`src/rtl/eai_req_master_pkg.sv`:
```
// rtl/eai_req_master_pkg.sv - shared EAI widths, command struct and issue FSM states
package eai_req_master_pkg;

  localparam int EAI_DATA_W = 32;
  localparam int EAI_ITAG_W = 2;
  localparam int EAI_CMD_W  = 3 * EAI_DATA_W;

  typedef logic [EAI_DATA_W-1:0] eai_data_t;
  typedef logic [EAI_ITAG_W-1:0] eai_itag_t;

  // One queued coprocessor command; instr sits in the top bits.
  typedef struct packed {
    eai_data_t instr;
    eai_data_t rs1;
    eai_data_t rs2;
  } eai_cmd_t;

  typedef enum logic {
    ST_IDLE = 1'b0,
    ST_REQ  = 1'b1
  } eai_state_t;

  // Tags are 2 bits and wrap naturally 3 -> 0.
  function automatic eai_itag_t itag_next(input eai_itag_t t);
    return t + eai_itag_t'(1);
  endfunction

endpackage

```
`src/rtl/eai_req_master_if.sv`:
```
// rtl/eai_req_master_if.sv - EAI request/response channel bundle
interface eai_req_master_if;
  import eai_req_master_pkg::*;

  logic      eai_req_valid;
  logic      eai_req_ready;
  eai_data_t eai_req_instr;
  eai_data_t eai_req_rs1;
  eai_data_t eai_req_rs2;
  eai_itag_t eai_req_itag;

  logic      eai_rsp_valid;
  logic      eai_rsp_ready;
  eai_data_t eai_rsp_wdat;
  eai_itag_t eai_rsp_itag;
  logic      eai_rsp_err;

  logic      eai_mem_holdup;

  modport master (
    output eai_req_valid, eai_req_instr, eai_req_rs1, eai_req_rs2, eai_req_itag,
    output eai_rsp_ready,
    input  eai_req_ready,
    input  eai_rsp_valid, eai_rsp_wdat, eai_rsp_itag, eai_rsp_err,
    input  eai_mem_holdup
  );

  modport slave (
    input  eai_req_valid, eai_req_instr, eai_req_rs1, eai_req_rs2, eai_req_itag,
    input  eai_rsp_ready,
    output eai_req_ready,
    output eai_rsp_valid, eai_rsp_wdat, eai_rsp_itag, eai_rsp_err,
    output eai_mem_holdup
  );

endinterface

```
`src/rtl/eai_cmd_fifo.sv`:
```
// rtl/eai_cmd_fifo.sv - register-based command FIFO, power-of-two depth (>= 2)
module eai_cmd_fifo #(
  parameter int DEPTH = 4,
  parameter int WIDTH = 96
) (
  input  logic             clk,
  input  logic             rst_n,
  input  logic             push,
  input  logic [WIDTH-1:0] wdata,
  input  logic             pop,
  output logic [WIDTH-1:0] rdata,
  output logic             full,
  output logic             empty
);

  localparam int AW = $clog2(DEPTH);

  // Pointers carry one extra wrap bit so full and empty are distinguishable.
  logic [WIDTH-1:0] mem [DEPTH];
  logic [AW:0]      wr_ptr;
  logic [AW:0]      rd_ptr;
  logic             do_push;
  logic             do_pop;

  // full is taken from the current state, so a push while full is refused
  // even if the head is popped on the same edge.
  assign do_push = push & ~full;
  assign do_pop  = pop & ~empty;
  assign empty   = (wr_ptr == rd_ptr);
  assign full    = (wr_ptr[AW] != rd_ptr[AW]) && (wr_ptr[AW-1:0] == rd_ptr[AW-1:0]);
  assign rdata   = mem[rd_ptr[AW-1:0]];

  // Pointer advance; reset empties the queue.
  always_ff @(posedge clk or negedge rst_n) begin
    if (!rst_n) begin
      wr_ptr <= '0;
      rd_ptr <= '0;
    end else begin
      if (do_push) wr_ptr <= wr_ptr + (AW+1)'(1);
      if (do_pop)  rd_ptr <= rd_ptr + (AW+1)'(1);
    end
  end

  // Storage write; contents are don't-care until pointed at by a valid entry.
  always_ff @(posedge clk) begin
    if (do_push) mem[wr_ptr[AW-1:0]] <= wdata;
  end

endmodule

```
`src/rtl/eai_req_master.sv`:
```
// rtl/eai_req_master.sv - queues host commands and issues them as tagged EAI requests
module eai_req_master
  import eai_req_master_pkg::*;
#(
  parameter int CMD_DEPTH = 4,
  parameter int MAX_OUTST = 4
) (
  input  logic                  clk,
  input  logic                  rst_n,
  input  logic                  send_instr,
  input  logic [31:0]           instr,
  input  logic [31:0]           rs1_data,
  input  logic [31:0]           rs2_data,
  output logic                  cmd_full,
  eai_req_master_if.master      eai,
  output logic                  rsp_vld,
  output logic [31:0]           rsp_wdat,
  output logic [1:0]            rsp_itag,
  output logic                  rsp_err,
  output logic [15:0]           retire_cnt,
  output logic [2:0]            outst_cnt,
  output logic                  idle,
  output logic                  ovf_err,
  output logic                  tag_err
);

  localparam logic [2:0] MAX_OUTST_C = 3'(MAX_OUTST);

  eai_state_t state;
  eai_state_t state_nxt;
  eai_cmd_t   push_cmd;
  eai_cmd_t   head_cmd;
  eai_cmd_t   req_cmd;
  eai_itag_t  issue_tag;
  eai_itag_t  exp_tag;
  logic       fifo_full;
  logic       fifo_empty;
  logic       req_valid;
  logic       load_req;
  logic       req_hs;
  logic       rsp_hs;
  logic       can_issue;

  assign push_cmd = '{instr: instr, rs1: rs1_data, rs2: rs2_data};

  eai_cmd_fifo #(
    .DEPTH (CMD_DEPTH),
    .WIDTH (EAI_CMD_W)
  ) u_fifo (
    .clk   (clk),
    .rst_n (rst_n),
    .push  (send_instr),
    .wdata (push_cmd),
    .pop   (req_hs),
    .rdata (head_cmd),
    .full  (fifo_full),
    .empty (fifo_empty)
  );

  assign req_hs    = req_valid & eai.eai_req_ready;
  assign rsp_hs    = eai.eai_rsp_valid & eai.eai_rsp_ready;
  assign can_issue = ~fifo_empty && (outst_cnt < MAX_OUTST_C) && ~eai.eai_mem_holdup;

  // Issue FSM next state; payload is latched on the IDLE->REQ move so it stays put while waiting.
  always_comb begin
    state_nxt = state;
    req_valid = 1'b0;
    load_req  = 1'b0;
    case (state)
      ST_IDLE: begin
        if (can_issue) begin
          state_nxt = ST_REQ;
          load_req  = 1'b1;
        end
      end
      ST_REQ: begin
        req_valid = 1'b1;
        if (eai.eai_req_ready) state_nxt = ST_IDLE;
      end
      default: state_nxt = ST_IDLE;
    endcase
  end

  // Issue FSM state register.
  always_ff @(posedge clk or negedge rst_n) begin
    if (!rst_n) state <= ST_IDLE;
    else        state <= state_nxt;
  end

  // Request payload register, captured from the FIFO head when a request is launched.
  always_ff @(posedge clk or negedge rst_n) begin
    if (!rst_n)        req_cmd <= '0;
    else if (load_req) req_cmd <= head_cmd;
  end

  // Tag tracking, outstanding count, retire count and sticky error flags.
  always_ff @(posedge clk or negedge rst_n) begin
    if (!rst_n) begin
      issue_tag  <= '0;
      exp_tag    <= '0;
      outst_cnt  <= '0;
      retire_cnt <= '0;
      ovf_err    <= 1'b0;
      tag_err    <= 1'b0;
    end else begin
      if (req_hs) issue_tag <= itag_next(issue_tag);
      if (rsp_hs) begin
        exp_tag    <= itag_next(exp_tag);
        retire_cnt <= retire_cnt + 16'd1;
        if (eai.eai_rsp_itag != exp_tag) tag_err <= 1'b1;
      end
      case ({req_hs, rsp_hs})
        2'b10:   outst_cnt <= outst_cnt + 3'd1;
        2'b01:   outst_cnt <= outst_cnt - 3'd1;
        default: outst_cnt <= outst_cnt;
      endcase
      if (send_instr && fifo_full) ovf_err <= 1'b1;
    end
  end

  // Registered echo of each accepted response.
  always_ff @(posedge clk or negedge rst_n) begin
    if (!rst_n) begin
      rsp_vld  <= 1'b0;
      rsp_wdat <= '0;
      rsp_itag <= '0;
      rsp_err  <= 1'b0;
    end else begin
      rsp_vld <= rsp_hs;
      if (rsp_hs) begin
        rsp_wdat <= eai.eai_rsp_wdat;
        rsp_itag <= eai.eai_rsp_itag;
        rsp_err  <= eai.eai_rsp_err;
      end
    end
  end

  assign eai.eai_req_valid = req_valid;
  assign eai.eai_req_instr = req_cmd.instr;
  assign eai.eai_req_rs1   = req_cmd.rs1;
  assign eai.eai_req_rs2   = req_cmd.rs2;
  assign eai.eai_req_itag  = issue_tag;
  assign eai.eai_rsp_ready = (outst_cnt != 3'd0);

  assign cmd_full = fifo_full;
  assign idle     = fifo_empty && (outst_cnt == 3'd0) && (state == ST_IDLE);

endmodule

```
`src/flat_wrapper.sv`:
```
// flat-port wrapper written by rule: the top's interface ports become plain ports
module eai_req_master_flat import eai_req_master_pkg::*;
#(
  parameter int CMD_DEPTH = 4,
  parameter int MAX_OUTST = 4
)
  (clk, rst_n, send_instr, instr, rs1_data, rs2_data, cmd_full, rsp_vld, rsp_wdat, rsp_itag, rsp_err, retire_cnt, outst_cnt, idle, ovf_err, tag_err, eai_eai_req_valid, eai_eai_req_instr, eai_eai_req_rs1, eai_eai_req_rs2, eai_eai_req_itag, eai_eai_rsp_ready, eai_eai_req_ready, eai_eai_rsp_valid, eai_eai_rsp_wdat, eai_eai_rsp_itag, eai_eai_rsp_err, eai_eai_mem_holdup);
  eai_req_master_if eai_i ();
  input  logic clk;
  input  logic rst_n;
  input  logic send_instr;
  input  logic [31:0] instr;
  input  logic [31:0] rs1_data;
  input  logic [31:0] rs2_data;
  output logic cmd_full;
  output logic rsp_vld;
  output logic [31:0] rsp_wdat;
  output logic [1:0] rsp_itag;
  output logic rsp_err;
  output logic [15:0] retire_cnt;
  output logic [2:0] outst_cnt;
  output logic idle;
  output logic ovf_err;
  output logic tag_err;
  output wire logic [$bits(eai_i.eai_req_valid)-1:0] eai_eai_req_valid;
  output wire logic [$bits(eai_i.eai_req_instr)-1:0] eai_eai_req_instr;
  output wire logic [$bits(eai_i.eai_req_rs1)-1:0] eai_eai_req_rs1;
  output wire logic [$bits(eai_i.eai_req_rs2)-1:0] eai_eai_req_rs2;
  output wire logic [$bits(eai_i.eai_req_itag)-1:0] eai_eai_req_itag;
  output wire logic [$bits(eai_i.eai_rsp_ready)-1:0] eai_eai_rsp_ready;
  input wire logic [$bits(eai_i.eai_req_ready)-1:0] eai_eai_req_ready;
  input wire logic [$bits(eai_i.eai_rsp_valid)-1:0] eai_eai_rsp_valid;
  input wire logic [$bits(eai_i.eai_rsp_wdat)-1:0] eai_eai_rsp_wdat;
  input wire logic [$bits(eai_i.eai_rsp_itag)-1:0] eai_eai_rsp_itag;
  input wire logic [$bits(eai_i.eai_rsp_err)-1:0] eai_eai_rsp_err;
  input wire logic [$bits(eai_i.eai_mem_holdup)-1:0] eai_eai_mem_holdup;
  assign eai_eai_req_valid = eai_i.eai_req_valid;
  assign eai_eai_req_instr = eai_i.eai_req_instr;
  assign eai_eai_req_rs1 = eai_i.eai_req_rs1;
  assign eai_eai_req_rs2 = eai_i.eai_req_rs2;
  assign eai_eai_req_itag = eai_i.eai_req_itag;
  assign eai_eai_rsp_ready = eai_i.eai_rsp_ready;
  assign eai_i.eai_req_ready = eai_eai_req_ready;
  assign eai_i.eai_rsp_valid = eai_eai_rsp_valid;
  assign eai_i.eai_rsp_wdat = eai_eai_rsp_wdat;
  assign eai_i.eai_rsp_itag = eai_eai_rsp_itag;
  assign eai_i.eai_rsp_err = eai_eai_rsp_err;
  assign eai_i.eai_mem_holdup = eai_eai_mem_holdup;
  eai_req_master #(.CMD_DEPTH(CMD_DEPTH), .MAX_OUTST(MAX_OUTST)) u_core (.clk(clk), .rst_n(rst_n), .send_instr(send_instr), .instr(instr), .rs1_data(rs1_data), .rs2_data(rs2_data), .cmd_full(cmd_full), .eai(eai_i), .rsp_vld(rsp_vld), .rsp_wdat(rsp_wdat), .rsp_itag(rsp_itag), .rsp_err(rsp_err), .retire_cnt(retire_cnt), .outst_cnt(outst_cnt), .idle(idle), .ovf_err(ovf_err), .tag_err(tag_err));
endmodule
```
`config.mk`:
```
export PLATFORM = sky130hd
export DESIGN_NAME = eai_req_master_flat
export DESIGN_NICKNAME = d
export VERILOG_FILES = /design/src/rtl/eai_req_master_pkg.sv /design/src/rtl/eai_req_master_if.sv /design/src/rtl/eai_cmd_fifo.sv /design/src/rtl/eai_req_master.sv /design/src/flat_wrapper.sv
export SDC_FILE = /design/constraint.sdc
export NUM_CORES = 1
export LEC_CHECK = 0
export ABC_AREA = 1
export ABC_CLOCK_PERIOD_IN_PS = 7080
export BUFFER_PORTS_ARGS = -buffer_cell sky130_fd_sc_hd__buf_4
export CAP_MARGIN = 20
export CORE_UTILIZATION = 35
export DETAILED_ROUTE_END_ITERATION = 8
export GPL_ROUTABILITY_DRIVEN = 0
export HOLD_SLACK_MARGIN = 0.03
export MAX_ROUTING_LAYER = met4
export PLACE_DENSITY = 0.49
export REMOVE_ABC_BUFFERS = 1
export SLEW_MARGIN = 10
export SYNTH_ARGS = -nofsm -noshare
export SYNTH_HDL_FRONTEND = slang
export SYNTH_SLANG_ARGS = --single-unit
```
`constraint.sdc`:
```
create_clock -name clk -period 7.08 [get_ports clk]
set_clock_uncertainty 0.2 [all_clocks]
set_input_delay 1.062 -clock clk [delete_from_list [all_inputs] [get_ports clk]]
set_output_delay 1.062 -clock clk [all_outputs]
set_load 0.03 [all_outputs]
```
# ---- Word-level counts from Yosys, hierarchy flattened
# Memories as Yosys holds them, arrays and structs flattened. A register that Yosys moved wholly into a read port is not among the register bits.
# Index checks and enable logic that the tools add are counted.
dict set report word_totals {
  latch_bits 0
  regBits 68
  memories 1
  ram_bits 384
  inputBits 137
  romBits 0
  word_cells 55
}
dict set report classes {
  mux 8
  n_eq_ne 6
  bitwise 8
  magnitude_cmp 1
  n_reduce_logical 11
  div 0
  mul 0
  n_addsub 7
  shifts 0
}
# name depth word_bits rd rd_clocked_by_memory_dff wr line
set memory_table {}
lappend memory_table {u_core.u_fifo.mem 4 96 1 1 1 eai_cmd_fifo.sv:19} ;# logic [WIDTH-1:0] mem [DEPTH];
# operator count
set ops {}
lappend ops {{$add 16x1->16 const B} 1}
lappend ops {{$add 3x1->3 const B} 3}
lappend ops {{$logic_and 1x1->1} 6}
lappend ops {{$mux 1} 6}
lappend ops {{$pmux 3 s2} 1}
lappend ops {{$add 2x1->2 const B} 2}
lappend ops {{$and 1x1->1} 4}
lappend ops {{$not 1->1} 4}
lappend ops {{$eq 3x3->1} 1}
lappend ops {{$logic_not 3->1} 1}
lappend ops {{$lt 3x3->1 const B} 1}
lappend ops {{$reduce_bool 3->1} 1}
lappend ops {{$sub 3x1->3 const B} 1}
lappend ops {{$eq 2x1->1 const B} 1}
lappend ops {{$eq 2x2->1} 1}
lappend ops {{$eq 2x2->1 const B} 1}
lappend ops {{$ne 2x2->1} 1}
lappend ops {{$pmux 1 s2} 1}
lappend ops {{$reduce_and 2->1} 1}
lappend ops {{$reduce_bool 2->1} 1}
lappend ops {{$logic_not 1->1} 1}
lappend ops {{$ne 1x1->1} 1}

# ---- Logic depth before layout (Yosys ltp)
dict set report logic_depth {
  word_depth 6
  ltp_mapped 11
  depth_no_buf 10
}

# ---- By module
# Synthesis repeated with hierarchy kept, for this count alone.
dict set report hier_totals {
  hier_cells 1501
  hier_area_um2 20977.6
}
# mod n_inst seq_area_each_um2 cells_per_inst area_per_inst_um2
set by_module_without_submodules {}
lappend by_module_without_submodules {eai_cmd_fifo 1 11681.2 989 14637.8}
lappend by_module_without_submodules {eai_req_master 1 3953.8 512 6339.8}

# ---- Least setup slack after synthesis
# OpenSTA, ideal clock, no wires.
dict set report synth_timing {
  kind {input to register}
  from {input port send_instr}
  to {memory u_core.u_fifo.mem[0][0], enable pin}
  arrival_time_ns 5.204
  path_buffers 0
  path_slack_ns 1.124
  cell_stages 2
  path_cell_list {nand2_1 > nor2_1}
}
dict set report synth_between {
  elab_chain_len 3
}
# item line
set synth_lines {}
lappend synth_lines {{start, declared} flat_wrapper.sv:11} ;# input logic send_instr;
lappend synth_lines {{$and 1x1->1} eai_cmd_fifo.sv:27} ;# assign do_push = push & ~full;
lappend synth_lines {{$mux 1} eai_cmd_fifo.sv:46} ;# if (do_push) mem[wr_ptr[AW-1:0]] <= wdata;
lappend synth_lines {{$mux 1 (implied by the code)} eai_cmd_fifo.sv:46}
lappend synth_lines {{end, declared} eai_cmd_fifo.sv:19}
# Every way passes these cells.

# ---- Worst setup path after layout
dict set report layout_timing {
  from {register u_core.u_fifo.rd_ptr[0]}
  to {output port idle}
}
dict set report layout_between {
  elab_chain_len 3
}
# item line
set layout_lines {}
lappend layout_lines {{start, declared} eai_cmd_fifo.sv:21} ;# logic [AW:0] rd_ptr;
lappend layout_lines {{start signal, assigned} eai_cmd_fifo.sv:40} ;# if (do_pop) rd_ptr <= rd_ptr + (AW+1)'(1);
lappend layout_lines {{$eq 3x3->1} eai_cmd_fifo.sv:29} ;# assign empty = (wr_ptr == rd_ptr);
lappend layout_lines {{$logic_and 1x1->1 (2 in a row)} eai_req_master.sv:146} ;# assign idle = fifo_empty && (outst_cnt == 3'd0) && (state == ST_IDLE);
lappend layout_lines {{end, declared} flat_wrapper.sv:22} ;# output logic idle;
# Every way passes these cells.

==> results.json <==
{
  "outcome": "completed",
  "core_region_area_um2": 60470,
  "cts_max_level": 2,
  "cp.required_ns": 5.82,
  "netlist_instances": 1891,
  "hp-class": "input pin to asynchronous set/reset pin",
  "postRouteAntennaNets": 0,
  "seq_area_frac_synth_pct": 72.92,
  "seqPwrFrac_pct": 39.7,
  "groute.usage.overall_pct": 18.89,
  "switching_share_pct": 38.74,
  "area_growth_pct": 22.83,
  "drt_iter0_drc": 836,
  "row_count": 90,
  "vias": 14300,
  "gr-total-overflow": 0,
  "io_pins": 296,
  "cts_tree": "yes",
  "cts_resized": 0,
  "first_global_vias": 14020,
  "pwr-share-clk_pct": 25.2,
  "die_area_um2": 62250,
  "grt_busiest_layer": "met2",
  "cts.sinks": 548,
  "n_fill_cell": 5666,
  "syn_avg_cell_area_um2": 11.34,
  "slew_viol_final": 0,
  "path_class": "flip-flop to output pin",
  "dieHeight_um": 249.5,
  "hold_viol": 0,
  "rr_worst_depth": 6,
  "startpoint_type": "flip-flop",
  "r2r_start": "u_core.u_fifo.rd_ptr[0]$_DFFE_PN0P_",
  "ys_warn_count": 0,
  "ys_ff_latch": 548,
  "drive_above_1_share_pct": 18.95,
  "initial_core_util_pct": 35.46,
  "wl_per_cell_um": 19.08,
  "power.leakage_nw": 11.00,
  "ctsHoldBuffers": 0,
  "worstReg2RegEnd": "u_core.eai.eai_req_rs2[9]$_DFFE_PN0P_",
  "slowest_stage": "dfrtp_4",
  "clkLatencyLatePin_ns": 0.61,
  "powerDensity_nw_per_um2": 466.3,
  "tightest_slew_ns": 1.008,
  "die_w_um": 249.5,
  "dp_hpwl_mm": 32.39,
  "maxSlewHeadroom_pct": 32.77,
  "numCtsBuffers": 59,
  "rsz0062_at_grt": "no",
  "met3_usage_pct": 4.203,
  "grt_max_degree": 79,
  "drv_cap": 0,
  "final.period_utilization_pct": 59.06,
  "via_per_inst": 4.756,
  "crit_chain": "xnor2_2 > nand3_4 > nor3_1 > buf_4",
  "finalCriticalPeriod_ns": 4.182,
  "wl_mm": 57.35,
  "arrival_ns": 2.92,
  "netlist_area_um2": 21440,
  "dr.pass1.iters": 5,
  "use_met1_pct": 24.28,
  "port_buffers": 295,
  "combinationalPowerShare_pct": 35.1,
  "setup_viol_count_final": 0,
  "end_kind": "output pin",
  "cts_root_buf": "clkbuf_16",
  "whs_ns": 0.2108,
  "p_sw_mw": 4.758,
  "clk_pin_slew_ns": 0.06,
  "synth-edff-count": 384,
  "max_freq_mhz": 239.1,
  "final_util_pct": 43.55,
  "internal-power_mw": 7.523,
  "critical_path.max_fanout": 67,
  "post_cts.repair.setup_buffers": 0,
  "r2r_setup_slack_ns": 3.32,
  "antenna_found_initial": 8,
  "met2_usage_pct": 29.91,
  "synth_top_flop_cell": "edfxtp_1",
  "num-nets-final": 2310,
  "cpPeakStageDelay_ns": 0.93,
  "ys_types": 29,
  "clk_path_buf_depth": 3,
  "drc": 0,
  "async_flop_share_pct": 29.93,
  "grt_pass1_wl_mm": 87.14,
  "vdd_drop_max_mv": 0.2659
}
-- cells in the final DEF, fill, tap and decap left out, drive strengths merged --
master	n
nand2	456
nor2	407
edfxtp	384
buf	315
o21ai	195
dfrtp	164
nand3	112
clkbuf	80
inv	31
clkinv	24
xor2	11
diode	8
xnor2	8
ha	7
nand4	6
bufinv	6
nand3b	2
clkinvlp	2
nor3	2
o21bai	1
a21o	1
a21oi	1
fa	1
-- through the flow --
step           cell area [µm²]  setup WS [ns]  setup TNS, ns  total power [mW]  instances
4_1_cts                  26320          2.715              0             12.49       2998
2_1_floorplan            20920         -1.672        -641.93             7.560       1788
5_1_grt                  26340          2.641              0             13.05       3006
6_report                 26340          2.898              0             12.28       3006
3_3_place_gp             24330          3.248              0             9.285       2885
3_5_place_dp             24350          3.154              0             9.345       2886
-- critical path, delay by kind of cell (launching register included) --
family                 cells  cell delay [ns]
XOR/XNOR                   1             0.23
buffers and inverters      1             0.21
flip-flops                 1             0.93
AND/OR/NAND/NOR            2             0.91
-- synthesized netlist by cell type, types with 2 or more instances --
cell type | instances | share of area [%]
nand4_1 | 6 | 0.18
edfxtp_1 | 384 | 54
xnor2_1 | 6 | 0.25
dfrtp_1 | 164 | 19
clkbuf_1 | 33 | 0.58
ha_1 | 7 | 0.41
inv_2 | 2 | 0.035
o21ai_1 | 2 | 0.047
nand2_2 | 2 | 0.058
buf_2 | 49 | 1.1
xor2_1 | 11 | 0.45
nand3b_1 | 2 | 0.070
inv_1 | 28 | 0.49
buf_6 | 4 | 0.21
xnor2_2 | 2 | 0.15
nor2_2 | 2 | 0.058
nand2_1 | 454 | 7.9
nor2_1 | 405 | 7.1
buf_1 | 6 | 0.11
nand3_1 | 111 | 2.6
o21ai_0 | 193 | 4.5
buf_4 | 11 | 0.39
-- layout make-up --
type                    count  area (µm²)  area share, %
inverters                  30       117.6         0.4466
well taps                 782       978.4          3.715
multi-input cells        1210        5216          19.81
diodes                      8       20.02        0.07601
clock inverters            33       320.3          1.216
clock buffers              79        1643          6.238
repair buffers            316        2399          9.107
flip-flops and latches    548       15640          59.39
-- metal layers --
layer	part of all wire, %	vias up	wire, µm
met2	48	389	27440
li1	-	6909	-
met5	0	-	0
met1	44	6928	25320
met3	6.1	71	3477
met4	1.9	0	1113
-- power groups by stage --
stage | clock (mW) | sequential (mW) | combinational [mW]
floorplan | 0 | 5.69 | 1.87
global placement | 0 | 4.93 | 4.36
detailed placement | 0 | 4.94 | 4.40
CTS | 3.19 | 4.89 | 4.41
global route | 3.31 | 4.97 | 4.78
finish | 3.10 | 4.87 | 4.31
-- worst max path at each step --
stage	slack [ns]	depth (start not counted)	from	to
2_1_floorplan	-1.67	4	u_core.u_fifo.rd_ptr[0]$_DFFE_PN0P_	u_core.u_fifo.mem[0][0]$_DFFE_PP_
3_3_place_gp	3.25	6	u_core.u_fifo.rd_ptr[0]$_DFFE_PN0P_	u_core.eai.eai_req_rs2[26]$_DFFE_PN0P_
3_5_place_dp	3.15	6	u_core.u_fifo.rd_ptr[0]$_DFFE_PN0P_	u_core.eai.eai_req_rs2[0]$_DFFE_PN0P_
4_1_cts	2.72	4	u_core.u_fifo.rd_ptr[0]$_DFFE_PN0P_	idle
5_1_grt	2.64	4	u_core.u_fifo.rd_ptr[0]$_DFFE_PN0P_	idle
6_report	2.90	4	u_core.u_fifo.rd_ptr[0]$_DFFE_PN0P_	idle
-- cell families (layout without fill, tap and decap cells) --
family	Yosys count	count (layout)	synth area share (%)
XOR/XNOR	19	19	0.8462
buffers and inverters	133	458	2.947
AND/OR/NAND/NOR	985	985	18.14
flip-flops	548	548	72.92
adder cells (fa/ha/maj)	8	8	0.5019
other	0	8	0
AO/OA/AOI/OAI	198	198	4.645
-- flip-flops by register name, summed over array words and instances (netlist names), 3 cells and up --
name                      count
u_core.u_fifo.rd_ptr          3
u_core.u_fifo.mem           384
u_core.eai.eai_req_rs2       32
u_core.retire_cnt            16
u_core.eai.eai_req_instr     32
u_core.u_fifo.wr_ptr          3
u_core.eai.eai_req_rs1       32
u_core.rsp_wdat              32
u_core.outst_cnt              3
Note: power is estimated with default switching activity, not from simulation.
